### config.mk
export PLATFORM = sky130hd
export DESIGN_NAME = ack_bus_arbiter_flat
export DESIGN_NICKNAME = d
export VERILOG_FILES = /design/src/rtl/ack_bus_arbiter_if.sv /design/src/rtl/ack_bus_arbiter.sv /design/src/flat_wrapper.sv
export SDC_FILE = /design/constraint.sdc
export NUM_CORES = 1
export LEC_CHECK = 0
export ABC_AREA = 1
export CAP_MARGIN = 10
export CORE_UTILIZATION = 60
export CTS_BUF_LIST = sky130_fd_sc_hd__clkbuf_8
export DETAILED_ROUTE_END_ITERATION = 8
export PLACE_DENSITY_LB_ADDON = 0.3
export SLEW_MARGIN = 30
export SYNTH_ARGS = -nofsm -noshare
export SYNTH_HDL_FRONTEND = slang
export SYNTH_SLANG_ARGS = --single-unit
### constraint.sdc
create_clock -name clk -period 3.2 [get_ports clk]
set_clock_uncertainty 0.05 [all_clocks]
set_input_delay 0.32 -clock clk [delete_from_list [all_inputs] [get_ports clk]]
set_output_delay 0.32 -clock clk [all_outputs]
set_load 0.1 [all_outputs]
### src/rtl/ack_bus_arbiter_if.sv
// Ack bus between the requesters, the arbiter and the destination.
// The arbiter connects through master; the environment connects through slave.
interface ack_bus_arbiter_if;
    logic [3:0] MODULE_SIDE_ACK_VALID;
    logic [3:0] ACK_READY_TO_MODULE;
    logic       ACK_VALID;
    logic [1:0] MODULE_SOURCE_ID;
    logic       ACK_READY;
    logic       ERR_CLR;
    logic       TIMEOUT_ERR;
    logic [1:0] TIMEOUT_ID;
    logic       BUSY;

    modport master (
        input  MODULE_SIDE_ACK_VALID,
        input  ACK_READY,
        input  ERR_CLR,
        output ACK_READY_TO_MODULE,
        output ACK_VALID,
        output MODULE_SOURCE_ID,
        output TIMEOUT_ERR,
        output TIMEOUT_ID,
        output BUSY
    );

    modport slave (
        output MODULE_SIDE_ACK_VALID,
        output ACK_READY,
        output ERR_CLR,
        input  ACK_READY_TO_MODULE,
        input  ACK_VALID,
        input  MODULE_SOURCE_ID,
        input  TIMEOUT_ERR,
        input  TIMEOUT_ID,
        input  BUSY
    );
endinterface

### src/rtl/ack_bus_arbiter.sv
// Round-robin arbiter granting one of four requesters onto a single ack bus,
// with back-to-back re-grant on handshake and a sticky timeout abort.
module ack_bus_arbiter #(
    parameter int unsigned TIMEOUT_CYCLES = 255
) (
    input  logic               clk,
    input  logic               rst,
    ack_bus_arbiter_if.master  bus
);

    localparam int unsigned N_REQ   = 4;
    localparam int unsigned ID_W    = 2;
    localparam int unsigned CNT_W   = 8;
    localparam logic [CNT_W-1:0] CNT_LAST = CNT_W'(TIMEOUT_CYCLES - 1);

    typedef enum logic {
        ST_IDLE  = 1'b0,
        ST_GRANT = 1'b1
    } state_t;

    state_t            state_q, state_d;
    logic              ack_valid_q, ack_valid_d;
    logic              busy_q, busy_d;
    logic [ID_W-1:0]   id_q, id_d;
    logic [ID_W-1:0]   last_q, last_d;
    logic [CNT_W-1:0]  cnt_q, cnt_d;
    logic              err_q, err_d;
    logic [ID_W-1:0]   tid_q, tid_d;

    logic              handshake_c;
    logic [N_REQ-1:0]  grant_oh_c;
    logic [ID_W:0]     pick_idle_c;
    logic [ID_W:0]     pick_next_c;

    // Returns {found, id}: first set request searching upward from last+1, wrapping.
    function automatic logic [ID_W:0] rr_pick(input logic [N_REQ-1:0] req,
                                              input logic [ID_W-1:0]  last);
        logic            found;
        logic [ID_W-1:0] idx;
        logic [ID_W-1:0] win;
        found = 1'b0;
        win   = '0;
        for (int unsigned i = 1; i <= N_REQ; i++) begin
            idx = ID_W'(32'(last) + i);
            if (!found && req[idx]) begin
                found = 1'b1;
                win   = idx;
            end
        end
        return {found, win};
    endfunction

    always_comb begin
        grant_oh_c          = N_REQ'(1) << id_q;
        handshake_c         = ack_valid_q & bus.ACK_READY;
        pick_idle_c         = rr_pick(bus.MODULE_SIDE_ACK_VALID, last_q);
        // The finishing grantee is masked so a held request cannot win twice in a row.
        pick_next_c         = rr_pick(bus.MODULE_SIDE_ACK_VALID & ~grant_oh_c, id_q);
    end

    always_comb begin
        state_d     = state_q;
        ack_valid_d = ack_valid_q;
        busy_d      = busy_q;
        id_d        = id_q;
        last_d      = last_q;
        cnt_d       = cnt_q;
        err_d       = err_q;
        tid_d       = tid_q;

        if (bus.ERR_CLR) begin
            err_d = 1'b0;
        end

        case (state_q)
            ST_IDLE: begin
                if (pick_idle_c[ID_W]) begin
                    state_d = ST_GRANT;
                    id_d    = pick_idle_c[ID_W-1:0];
                    cnt_d   = '0;
                end
            end
            ST_GRANT: begin
                if (handshake_c) begin
                    last_d = id_q;
                    cnt_d  = '0;
                    if (pick_next_c[ID_W]) begin
                        id_d = pick_next_c[ID_W-1:0];
                    end else begin
                        state_d = ST_IDLE;
                    end
                end else if (cnt_q == CNT_LAST) begin
                    // Abort: placed after the clear so a coincident ERR_CLR loses.
                    state_d = ST_IDLE;
                    last_d  = id_q;
                    err_d   = 1'b1;
                    tid_d   = id_q;
                    cnt_d   = '0;
                end else begin
                    cnt_d = cnt_q + CNT_W'(1);
                end
            end
            default: begin
                state_d = ST_IDLE;
            end
        endcase

        ack_valid_d = (state_d == ST_GRANT);
        busy_d      = (state_d == ST_GRANT);
    end

    always_ff @(posedge clk or posedge rst) begin
        if (rst) begin
            state_q     <= ST_IDLE;
            ack_valid_q <= 1'b0;
            busy_q      <= 1'b0;
            id_q        <= '0;
            last_q      <= ID_W'(N_REQ - 1);
            cnt_q       <= '0;
            err_q       <= 1'b0;
            tid_q       <= '0;
        end else begin
            state_q     <= state_d;
            ack_valid_q <= ack_valid_d;
            busy_q      <= busy_d;
            id_q        <= id_d;
            last_q      <= last_d;
            cnt_q       <= cnt_d;
            err_q       <= err_d;
            tid_q       <= tid_d;
        end
    end

    assign bus.ACK_READY_TO_MODULE = handshake_c ? grant_oh_c : '0;
    assign bus.ACK_VALID           = ack_valid_q;
    assign bus.MODULE_SOURCE_ID    = id_q;
    assign bus.BUSY                = busy_q;
    assign bus.TIMEOUT_ERR         = err_q;
    assign bus.TIMEOUT_ID          = tid_q;

endmodule

### src/flat_wrapper.sv
// flat-port wrapper written by rule: the top's interface ports become plain ports
module ack_bus_arbiter_flat 
#(
    parameter int unsigned TIMEOUT_CYCLES = 255
)
  (clk, rst, bus_MODULE_SIDE_ACK_VALID, bus_ACK_READY, bus_ERR_CLR, bus_ACK_READY_TO_MODULE, bus_ACK_VALID, bus_MODULE_SOURCE_ID, bus_TIMEOUT_ERR, bus_TIMEOUT_ID, bus_BUSY);
  ack_bus_arbiter_if bus_i ();
  input  logic clk;
  input  logic rst;
  input wire logic [$bits(bus_i.MODULE_SIDE_ACK_VALID)-1:0] bus_MODULE_SIDE_ACK_VALID;
  input wire logic [$bits(bus_i.ACK_READY)-1:0] bus_ACK_READY;
  input wire logic [$bits(bus_i.ERR_CLR)-1:0] bus_ERR_CLR;
  output wire logic [$bits(bus_i.ACK_READY_TO_MODULE)-1:0] bus_ACK_READY_TO_MODULE;
  output wire logic [$bits(bus_i.ACK_VALID)-1:0] bus_ACK_VALID;
  output wire logic [$bits(bus_i.MODULE_SOURCE_ID)-1:0] bus_MODULE_SOURCE_ID;
  output wire logic [$bits(bus_i.TIMEOUT_ERR)-1:0] bus_TIMEOUT_ERR;
  output wire logic [$bits(bus_i.TIMEOUT_ID)-1:0] bus_TIMEOUT_ID;
  output wire logic [$bits(bus_i.BUSY)-1:0] bus_BUSY;
  assign bus_i.MODULE_SIDE_ACK_VALID = bus_MODULE_SIDE_ACK_VALID;
  assign bus_i.ACK_READY = bus_ACK_READY;
  assign bus_i.ERR_CLR = bus_ERR_CLR;
  assign bus_ACK_READY_TO_MODULE = bus_i.ACK_READY_TO_MODULE;
  assign bus_ACK_VALID = bus_i.ACK_VALID;
  assign bus_MODULE_SOURCE_ID = bus_i.MODULE_SOURCE_ID;
  assign bus_TIMEOUT_ERR = bus_i.TIMEOUT_ERR;
  assign bus_TIMEOUT_ID = bus_i.TIMEOUT_ID;
  assign bus_BUSY = bus_i.BUSY;
  ack_bus_arbiter #(.TIMEOUT_CYCLES(TIMEOUT_CYCLES)) u_core (.clk(clk), .rst(rst), .bus(bus_i));
endmodule
==> results.cfg, run 1 <==
[run_status]
status = finished, final reports clean

[routing]
drt_iter0_drc = 27
avgViaCountPerCell = 5.46
post_drt_wl_per_cell_um = 12.5
routed_wl_um = 3120
ant_nets = 0
drtPass1Iterations = 4
drc_errors = 0
vias = 1366

[flow_run]
cap_violations = 0

[sta]
slew_headroom = 0.344
fmax_mhz = 475
fin_crit_ps = 2110
post-route-period-util = 0.658
finalHoldViolCount = 0
worst_slack_ps = 1090
totalNegativeSetupSlack_ps = 0
rsz0062_at_grt = no
report.final.slew_viol_count = 0
setup_violations = 0
whs_ps = 395
worst_pin_slew_ps = 980

[clock_tree]
clock-sinks = 16
h-tree-depth = 1
ctsHoldBuffers = 0
cts_repair_resize_count = 0
cts_setup_buffers = 0
clock_latency_ps = 250
clkSlewWorstSetupHoldPaths_ps = 60
cts_tree = built
cts-root-buf = clkbuf_8
clockBufferDepth = 2
cts_buffers = 3

[setup_path]
cpMaxStageDelayCell = dfrtp_1
crit_path_max_fanout = 10
crit_chain = inv_2, ha_1, inv_1, nand3_1, nand3_2, nand2_4, nand3_2, inv_1, nor3_1, nand2_1, nand2_1
end_kind = flip-flop
critical_path.max_stage_delay_ps = 560
crit_type = reg2reg
crit_arrival_ps = 2250
required_ps = 3340
cp-start-kind = flip-flop

[synth]
ys_seq_elements = 16
synth_top_flop_cell = dfrtp_1
avgSynthCellArea_um2 = 7.19
synth_edf_count = 0
synth.largest_area_cell = dfrtp_1
ys_seq_area_frac = 0.275
yosysUniqueCellTypes = 31
ys_warn_count = 0
syn_inst = 204
yosys-top-cells-area = dfrtp_1, nand2_1, nand3_1
synth_fp_nets = 218
synth_top_area_frac = 0.239
syn-cell-area_um2 = 1470
postSynth.asyncResetShare = 1.00

[pwr]
leakage_nw = 0.856
ir_worst_vdd_mv = 0.702
powerDensity_nw_per_um2 = 1060
totalPowerFinal_mw = 1.78

[placed_design]
dpl_worst_slack_ps = 1150
io_buffers = 18
placed_cell_area_um2 = 1630
hpwl_um = 2480
gp_congestion = 0.862

[floorplan]
die_height_um = 51.5
die-area_um2 = 2650
ios = 19
die_w_um = 51.5
rows = 17
initial_utilization = 0.651
design.core.area_um2 = 2250

[cells_and_area]
layout_common_cells = nand2_1, inv_1, nand3_1
antenna_cells = 0
area_delta_synth_final_pct = 14.5
drive_gt1_frac = 0.230
fill_cells = 171
nNetsFinal = 237
fin_area_um2 = 1680
layout_commonest_cell = nand2_1

[hold_path]
min_path_type = in2async

[global_routing]
grt_pass1_vias = 1251
grt_pass1_wl_um = 5290
track_usage = 0.268
overflow = 0
grt_max_degree = 17
grt_antenna_before_repair = 0
power breakdown:
part           internal [mW]  total, mW  switching (mW)
clock                  0.109      0.178          0.0687
sequential             0.253      0.352          0.0986
combinational          0.367       1.25           0.884
total                  0.729       1.78            1.05
critical path, delay by kind of cell, from the launching register on:
family / cells / cell delay (ps)
adder cells (fa/ha/maj): 1 / 230
buffers and inverters: 3 / 340
flip-flops: 1 / 560
AND/OR/NAND/NOR: 7 / 860
area by class of cell:
cell class              instances  area [um^2]  area share
multi-input cells             151          896       0.533
flip-flops and latches         16          403       0.240
repair buffers                 18          160      0.0953
inverters                      33          131      0.0782
clock buffers                   4         55.1      0.0328
well taps                      28         35.0      0.0208
sequential cells by signal, summed over array words and instances (netlist names):
name,flops
u_core.state_q,1
u_core.cnt_q,8
u_core.last_q,2
u_core.bus.TIMEOUT_ID,2
u_core.bus.TIMEOUT_ERR,1
u_core.bus.MODULE_SOURCE_ID,2
routing by layer:
metal	GRT usage	wire [um]	share of wire
met1	0.317	1370	0.44
met2	0.500	1610	0.52
met3	0.0357	114	0.037
met4	0.0676	27	0.0087
met5	0	0	0
cells in the mapped netlist (all sizes together) (2+ instances only):
cell,count
ha,6
nor2,14
inv,33
dfrtp,14
nand2,63
a21oi,5
nand3,34
buf,4
dfstp,2
nor3,4
o22ai,2
nand4,3
o21ai,14
mux2i,2
logic make-up (layout without fill, tap and decap cells):
group                    after synthesis  after routing  share of synthesized area
multiplexers                           2              2                     0.0136
AO/OA/AOI/OAI                         23             23                     0.0835
AND/OR/NAND/NOR                      119            119                      0.456
flip-flops                            16             16                      0.275
XOR/XNOR                               1              1                    0.00597
buffers and inverters                 37             55                      0.115
adder cells (fa/ha/maj)                6              6                     0.0511
stage by stage:
step                      utilization  cells
after floorplan                     -    204
after global placement          0.721    246
after detailed placement        0.721    246
after CTS                       0.745    250
after global routing            0.745    250
final                           0.745    250
path summary, 6_finish.rpt:
| path | slack, ps | end | cells past startpoint | start |
|---|---|---|---|---|
| hold reg to reg | 430 | u_core.bus.TIMEOUT_ID[0]$_DFFE_PP0P_ | 2 | u_core.bus.TIMEOUT_ID[0]$_DFFE_PP0P_ |
| setup / recovery | 1090 | u_core.bus.MODULE_SOURCE_ID[0]$_DFFE_PP0P_ | 11 | u_core.bus.MODULE_SOURCE_ID[0]$_DFFE_PP0P_ |
| hold / removal | 390 | u_core.bus.TIMEOUT_ID[1]$_DFFE_PP0P_ | 2 | rst |
| min in group clk | 430 | u_core.bus.TIMEOUT_ID[0]$_DFFE_PP0P_ | 2 | u_core.bus.TIMEOUT_ID[0]$_DFFE_PP0P_ |
| setup reg to reg | 1090 | u_core.bus.MODULE_SOURCE_ID[0]$_DFFE_PP0P_ | 11 | u_core.bus.MODULE_SOURCE_ID[0]$_DFFE_PP0P_ |
| max in group asynchronous | 2330 | u_core.cnt_q[6]$_DFFE_PP0P_ | 2 | rst |
(Power assumes the default switching activity.)
==> run 2, diff against run 1 <==
--- a/config.mk
+++ b/config.mk
@@ -7,7 +7,7 @@
 export LEC_CHECK = 0
 export ABC_AREA = 1
 export CAP_MARGIN = 10
-export CORE_UTILIZATION = 60
+export CORE_UTILIZATION = 52
 export CTS_BUF_LIST = sky130_fd_sc_hd__clkbuf_8
 export DETAILED_ROUTE_END_ITERATION = 8
 export PLACE_DENSITY_LB_ADDON = 0.3
==> constraint.sdc (replaced) <==
create_clock -name clk -period 1.7 [get_ports clk]
set_clock_uncertainty 0.05 [all_clocks]
set_input_delay 0.17 -clock clk [delete_from_list [all_inputs] [get_ports clk]]
set_output_delay 0.17 -clock clk [all_outputs]
set_load 0.1 [all_outputs]
==> run 2 against run 1 <==
The flow now finishes with violations (setup timing). Sequential share of layout area is 5.1 points lower. Global-route usage is 3.4 points higher. Clock power is 62% higher. Fmax is 20% higher. First-iteration DRC count grew to 2.9 times the previous value. Hold slack worse by 160 ps. Worst setup slack worse by 1100 ps. Utilization is 11 points higher. Final area is 31% higher. Sequential power is 97% higher. Largest cell class unchanged.
==> results.cfg, run 2 (synthesis gave the netlist of run 1 again) <==
[global_routing]
overflow = 0
track_usage = 0.302
grt_pass1_vias = 1449
grt_antenna_before_repair = 0
grt_pass1_wl_um = 6530
grt_max_degree = 17

[pwr]
leakage_nw = 1.03
ir_worst_vdd_mv = 2.14
totalPowerFinal_mw = 4.46
powerDensity_nw_per_um2 = 2030

[floorplan]
die_height_um = 55.1
design.core.area_um2 = 2570
ios = 19
initial_utilization = 0.572
die-area_um2 = 3040
die_w_um = 55.1
rows = 18

[clock_tree]
cts_buffers = 3
cts-root-buf = clkbuf_8
clkSlewWorstSetupHoldPaths_ps = 60
cts_tree = built
clock_latency_ps = 250
clock-sinks = 16
clockBufferDepth = 2
h-tree-depth = 1
ctsHoldBuffers = 0

[placed_design]
gp_congestion = 0.856
placed_cell_area_um2 = 2000
dp_cells = 259
hpwl_um = 2970
io_buffers = 18
dpl_worst_slack_ps = -111

[cells_and_area]
antenna_cells = 0
area_delta_synth_final_pct = 49.9
layout_commonest_cell = nand2_1
fin_area_um2 = 2200
fill_cells = 145
post-route-util = 0.857
largest_reg_flops = 8
top_register = u_core.cnt_q
layout_common_cells = nand2_1, inv_1, nand2_2
drive_gt1_frac = 0.473
final_cells = 269
seqCellArea_um2 = 414
nNetsFinal = 254
multi_input_area_um2 = 1120

[sta]
setup_violations = 4
slew_headroom = 0.600
fmax_mhz = 569
whs_ps = 239
worst_slack_ps = -56.4
post-route-period-util = 1.03
report.final.slew_viol_count = 0
fin_crit_ps = 1760
finalHoldViolCount = 0
worst_pin_slew_ps = 599
totalNegativeSetupSlack_ps = -125
rsz0062_at_grt = yes

[setup_path]
reg2regPathDepth = 10
crit_arrival_ps = 1850
r2r_end = u_core.bus.MODULE_SOURCE_ID[1]$_DFFE_PP0P_
cpMaxStageDelayCell = dfstp_2
critical_path.max_stage_delay_ps = 560
cp-endpoint = u_core.bus.MODULE_SOURCE_ID[1]$_DFFE_PP0P_
crit_type = reg2reg
regToRegSetupSlack_ps = -60
path_depth = 10
required_ps = 1790
worstSetupStartpoint = u_core.last_q[0]$_DFFE_PP1P_
crit_path_max_fanout = 9
cpLargestDelayFamily = simple AND/OR/NAND/NOR gates
end_kind = flip-flop
cp-start-kind = flip-flop
crit_chain = buf_12, inv_6, nand2_2, nand2_2, nand2_2, a21boi_1, nand2_1, nand3b_1, nand3_1, nand2_1
reg2reg_from = u_core.last_q[0]$_DFFE_PP1P_
cpMostUsedCell = nand2_2
path_buf_inv = 2

[routing]
avgViaCountPerCell = 5.69
drtPass1Iterations = 4
routed_wl_um = 4220
drt_iter0_drc = 77
drc_errors = 0
ant_nets = 0
vias = 1530
post_drt_wl_per_cell_um = 15.7

[run_status]
status = complete, but fails checks
violations = setup timing

[flow_run]
cap_violations = 0

[hold_path]
min_path_type = in2async
[run 2: worst reg2reg max path, delay by kind of cell (launching register included)]
| family | cells | cell delay (ps) |
|---|---|---|
| DFF | 1 | 560 |
| AOI/OAI and AO/OA | 1 | 160 |
| buffers and inverters | 2 | 190 |
| and+or+nand+nor | 7 | 690 |
[run 2: worst min path at each step]
stage                                      startpoint                              endpoint  slack, ps  cells after the start
final                                             rst      u_core.bus.TIMEOUT_ERR$_DFF_PP0_        240                      2
after global routing                              rst           u_core.cnt_q[0]$_DFFE_PP0P_        310                      2
after CTS                                         rst  u_core.bus.TIMEOUT_ID[1]$_DFFE_PP0P_        260                      2
after detailed placement  u_core.cnt_q[2]$_DFFE_PP0P_           u_core.cnt_q[2]$_DFFE_PP0P_        470                      1
after global placement    u_core.cnt_q[5]$_DFFE_PP0P_           u_core.cnt_q[5]$_DFFE_PP0P_        450                      2
after floorplan                                   rst      u_core.bus.TIMEOUT_ERR$_DFF_PP0_         30                      1
[run 2: final cells by class]
type / instances / area share
clock buffer: 3 / 0.0188
clock inverter: 1 / 0.00171
inverter: 33 / 0.0688
multi-input combinational: 151 / 0.509
sequential: 16 / 0.188
tap: 30 / 0.0171
timing repair buffer: 35 / 0.196
[run 2: report_power, final]
group	switching, mW	leakage, nW	internal, mW
clock	0.129	0.0269	0.160
sequential	0.192	0.205	0.499
combinational	2.20	0.793	1.28
[run 2: layer usage]
metal / vias to the layer above / GRT usage / wire [um] / part of all wire
met3: 8 / 0.0792 / 259 / 0.061
met5: - / 0 / 0 / 0
li1: 724 / - / - / -
met4: 0 / 0.0792 / 58 / 0.014
met1: 738 / 0.374 / 1720 / 0.41
met2: 60 / 0.516 / 2190 / 0.52
[run 2: repair_timing]
action	in CTS	in global routing
setup buffers	4	2
resized for setup	11	19
pin swaps	7	3
gates cloned	0	0
setup endpoints to repair	3	13
==> run 3, diff against run 2 <==
--- a/config.mk
+++ b/config.mk
@@ -7,6 +7,7 @@
 export LEC_CHECK = 0
 export ABC_AREA = 1
 export CAP_MARGIN = 10
+export CORE_MARGIN = 2
 export CORE_UTILIZATION = 52
 export CTS_BUF_LIST = sky130_fd_sc_hd__clkbuf_8
 export DETAILED_ROUTE_END_ITERATION = 8
==> run 3 against run 2 <==
The run still ends with setup timing left. Final area rose by 0.40%. Via count rose by 2.0%. Worst setup slack improved by 2.3 ps. Fmax rose by 0.13%. Die area rose by 7.4%. Global-route usage fell by 3.6 points.
==> results.cfg, run 3 (synthesis gave the netlist of run 1 again) <==
[floorplan]
die_height_um = 57.1
rows = 19
die-area_um2 = 3260
initial_utilization = 0.542
design.core.area_um2 = 2710
die_w_um = 57.1
ios = 19

[global_routing]
track_usage = 0.266
grt_pass1_vias = 1525
grt_antenna_before_repair = 0
grt_pass1_wl_um = 6890
grt_max_degree = 17
overflow = 0

[setup_path]
crit_path_max_fanout = 6
worstSetupStartpoint = u_core.last_q[0]$_DFFE_PP1P_
cp-endpoint = u_core.bus.MODULE_SOURCE_ID[1]$_DFFE_PP0P_
r2r_end = u_core.bus.MODULE_SOURCE_ID[1]$_DFFE_PP0P_
regToRegSetupSlack_ps = -50
cp-start-kind = flip-flop
required_ps = 1790
crit_type = reg2reg
end_kind = flip-flop
reg2reg_from = u_core.last_q[0]$_DFFE_PP1P_
crit_arrival_ps = 1840
reg2regPathDepth = 10

[sta]
slew_headroom = 0.609
rsz0062_at_grt = yes
finalHoldViolCount = 0
worst_pin_slew_ps = 586
fmax_mhz = 570
worst_slack_ps = -54.1
report.final.slew_viol_count = 0
setup_violations = 9
post-route-period-util = 1.03
whs_ps = 229
fin_crit_ps = 1750
totalNegativeSetupSlack_ps = -220

[cells_and_area]
fill_cells = 155
top_register = u_core.cnt_q
nNetsFinal = 256
post-route-util = 0.815
layout_commonest_cell = nand2_1
largest_reg_flops = 8
layout_common_cells = nand2_1, inv_1, nand3_2
drive_gt1_frac = 0.481
area_delta_synth_final_pct = 50.5
final_cells = 272
antenna_cells = 0

[clock_tree]
h-tree-depth = 1
cts_buffers = 3
clkSlewWorstSetupHoldPaths_ps = 70
clockBufferDepth = 2
clock_latency_ps = 250
clock-sinks = 16
cts-root-buf = clkbuf_8
cts_tree = built

[pwr]
totalPowerFinal_mw = 4.30
ir_worst_vdd_mv = 2.18
powerDensity_nw_per_um2 = 1950
leakage_nw = 1.03

[placed_design]
io_buffers = 18
hpwl_um = 2880
gp_congestion = 0.846
dp_cells = 261

[hold_path]
min_path_type = in2async

[run_status]
status = complete, but fails checks
violations = setup timing

[routing]
dr_wl_met3_um = 232
drtPass1Iterations = 5
drt_iter0_drc = 126
routed_wl_um = 4320
top_layer = met4
avgViaCountPerCell = 5.74
drc_errors = 0
post_drt_wl_per_cell_um = 15.9
drt-met1-wl_um = 1750
ant_nets = 0
met2_length_um = 2240
vias = 1561

[flow_run]
cap_violations = 0
run 3: cell count changes in the layout (fill, tap and decap cells not counted), sizes merged:
cell	before	now
buf	28	30
run 3: worst min-delay path by stage:
stage / end / depth (start not counted)
after global placement: u_core.cnt_q[5]$_DFFE_PP0P_ / 2
after global routing: u_core.bus.TIMEOUT_ERR$_DFF_PP0_ / 2
final: u_core.bus.MODULE_SOURCE_ID[0]$_DFFE_PP0P_ / 2
after CTS: u_core.bus.TIMEOUT_ERR$_DFF_PP0_ / 2
after floorplan: u_core.bus.TIMEOUT_ERR$_DFF_PP0_ / 1
after detailed placement: u_core.cnt_q[5]$_DFFE_PP0P_ / 2
run 3: final cells by class:
| type | count | area [um^2] | share of cell area |
|---|---|---|---|
| tap | 31 | 38.8 | 0.0176 |
| timing repair buffer | 37 | 437 | 0.198 |
| clock buffer | 3 | 41.3 | 0.0187 |
| multi-input combinational | 151 | 1120 | 0.509 |
| clock inverter | 1 | 3.75 | 0.00170 |
| sequential | 16 | 414 | 0.188 |
| inverter | 33 | 149 | 0.0674 |
run 3: per-stage QoR:
step	setup WS, ps	instance area [um^2]
3_5_place_dp	-30.8	2010
6_report	-54.1	2210
3_3_place_gp	13.6	2010
2_1_floorplan	-109	1630
4_1_cts	-5.27	2100
5_1_grt	-133	2210
run 3: repair_timing:
action	4_1_cts	5_1_grt
endpoints found under the setup margin	3	12
gates resized for setup	7	23
hold buffers	0	0
gates cloned	0	0
pin swaps	0	16
buffers inserted	4	3
run 3: power breakdown:
group | switching [mW] | internal (mW)
sequential | 0.207 | 0.500
clock | 0.136 | 0.160
combinational | 2.09 | 1.21
run 3: metal layers:
| metal | up-vias | track usage |
|---|---|---|
| met2 | 64 | 0.476 |
| met4 | 0 | 0.0498 |
| met5 | - | 0 |
| li1 | 731 | - |
| met3 | 14 | 0.0567 |
| met1 | 752 | 0.333 |
run 3: critical path: stages (launching register included):
cell and delay, ps:
dfstp_2 630, buf_6 140, nand2_1 90, nand3_2 90
nand2_2 80, nor2_8 130, nand3_4 120, nand2_4 110
nor2_4 40, nand3_1 80, nand2_1 60
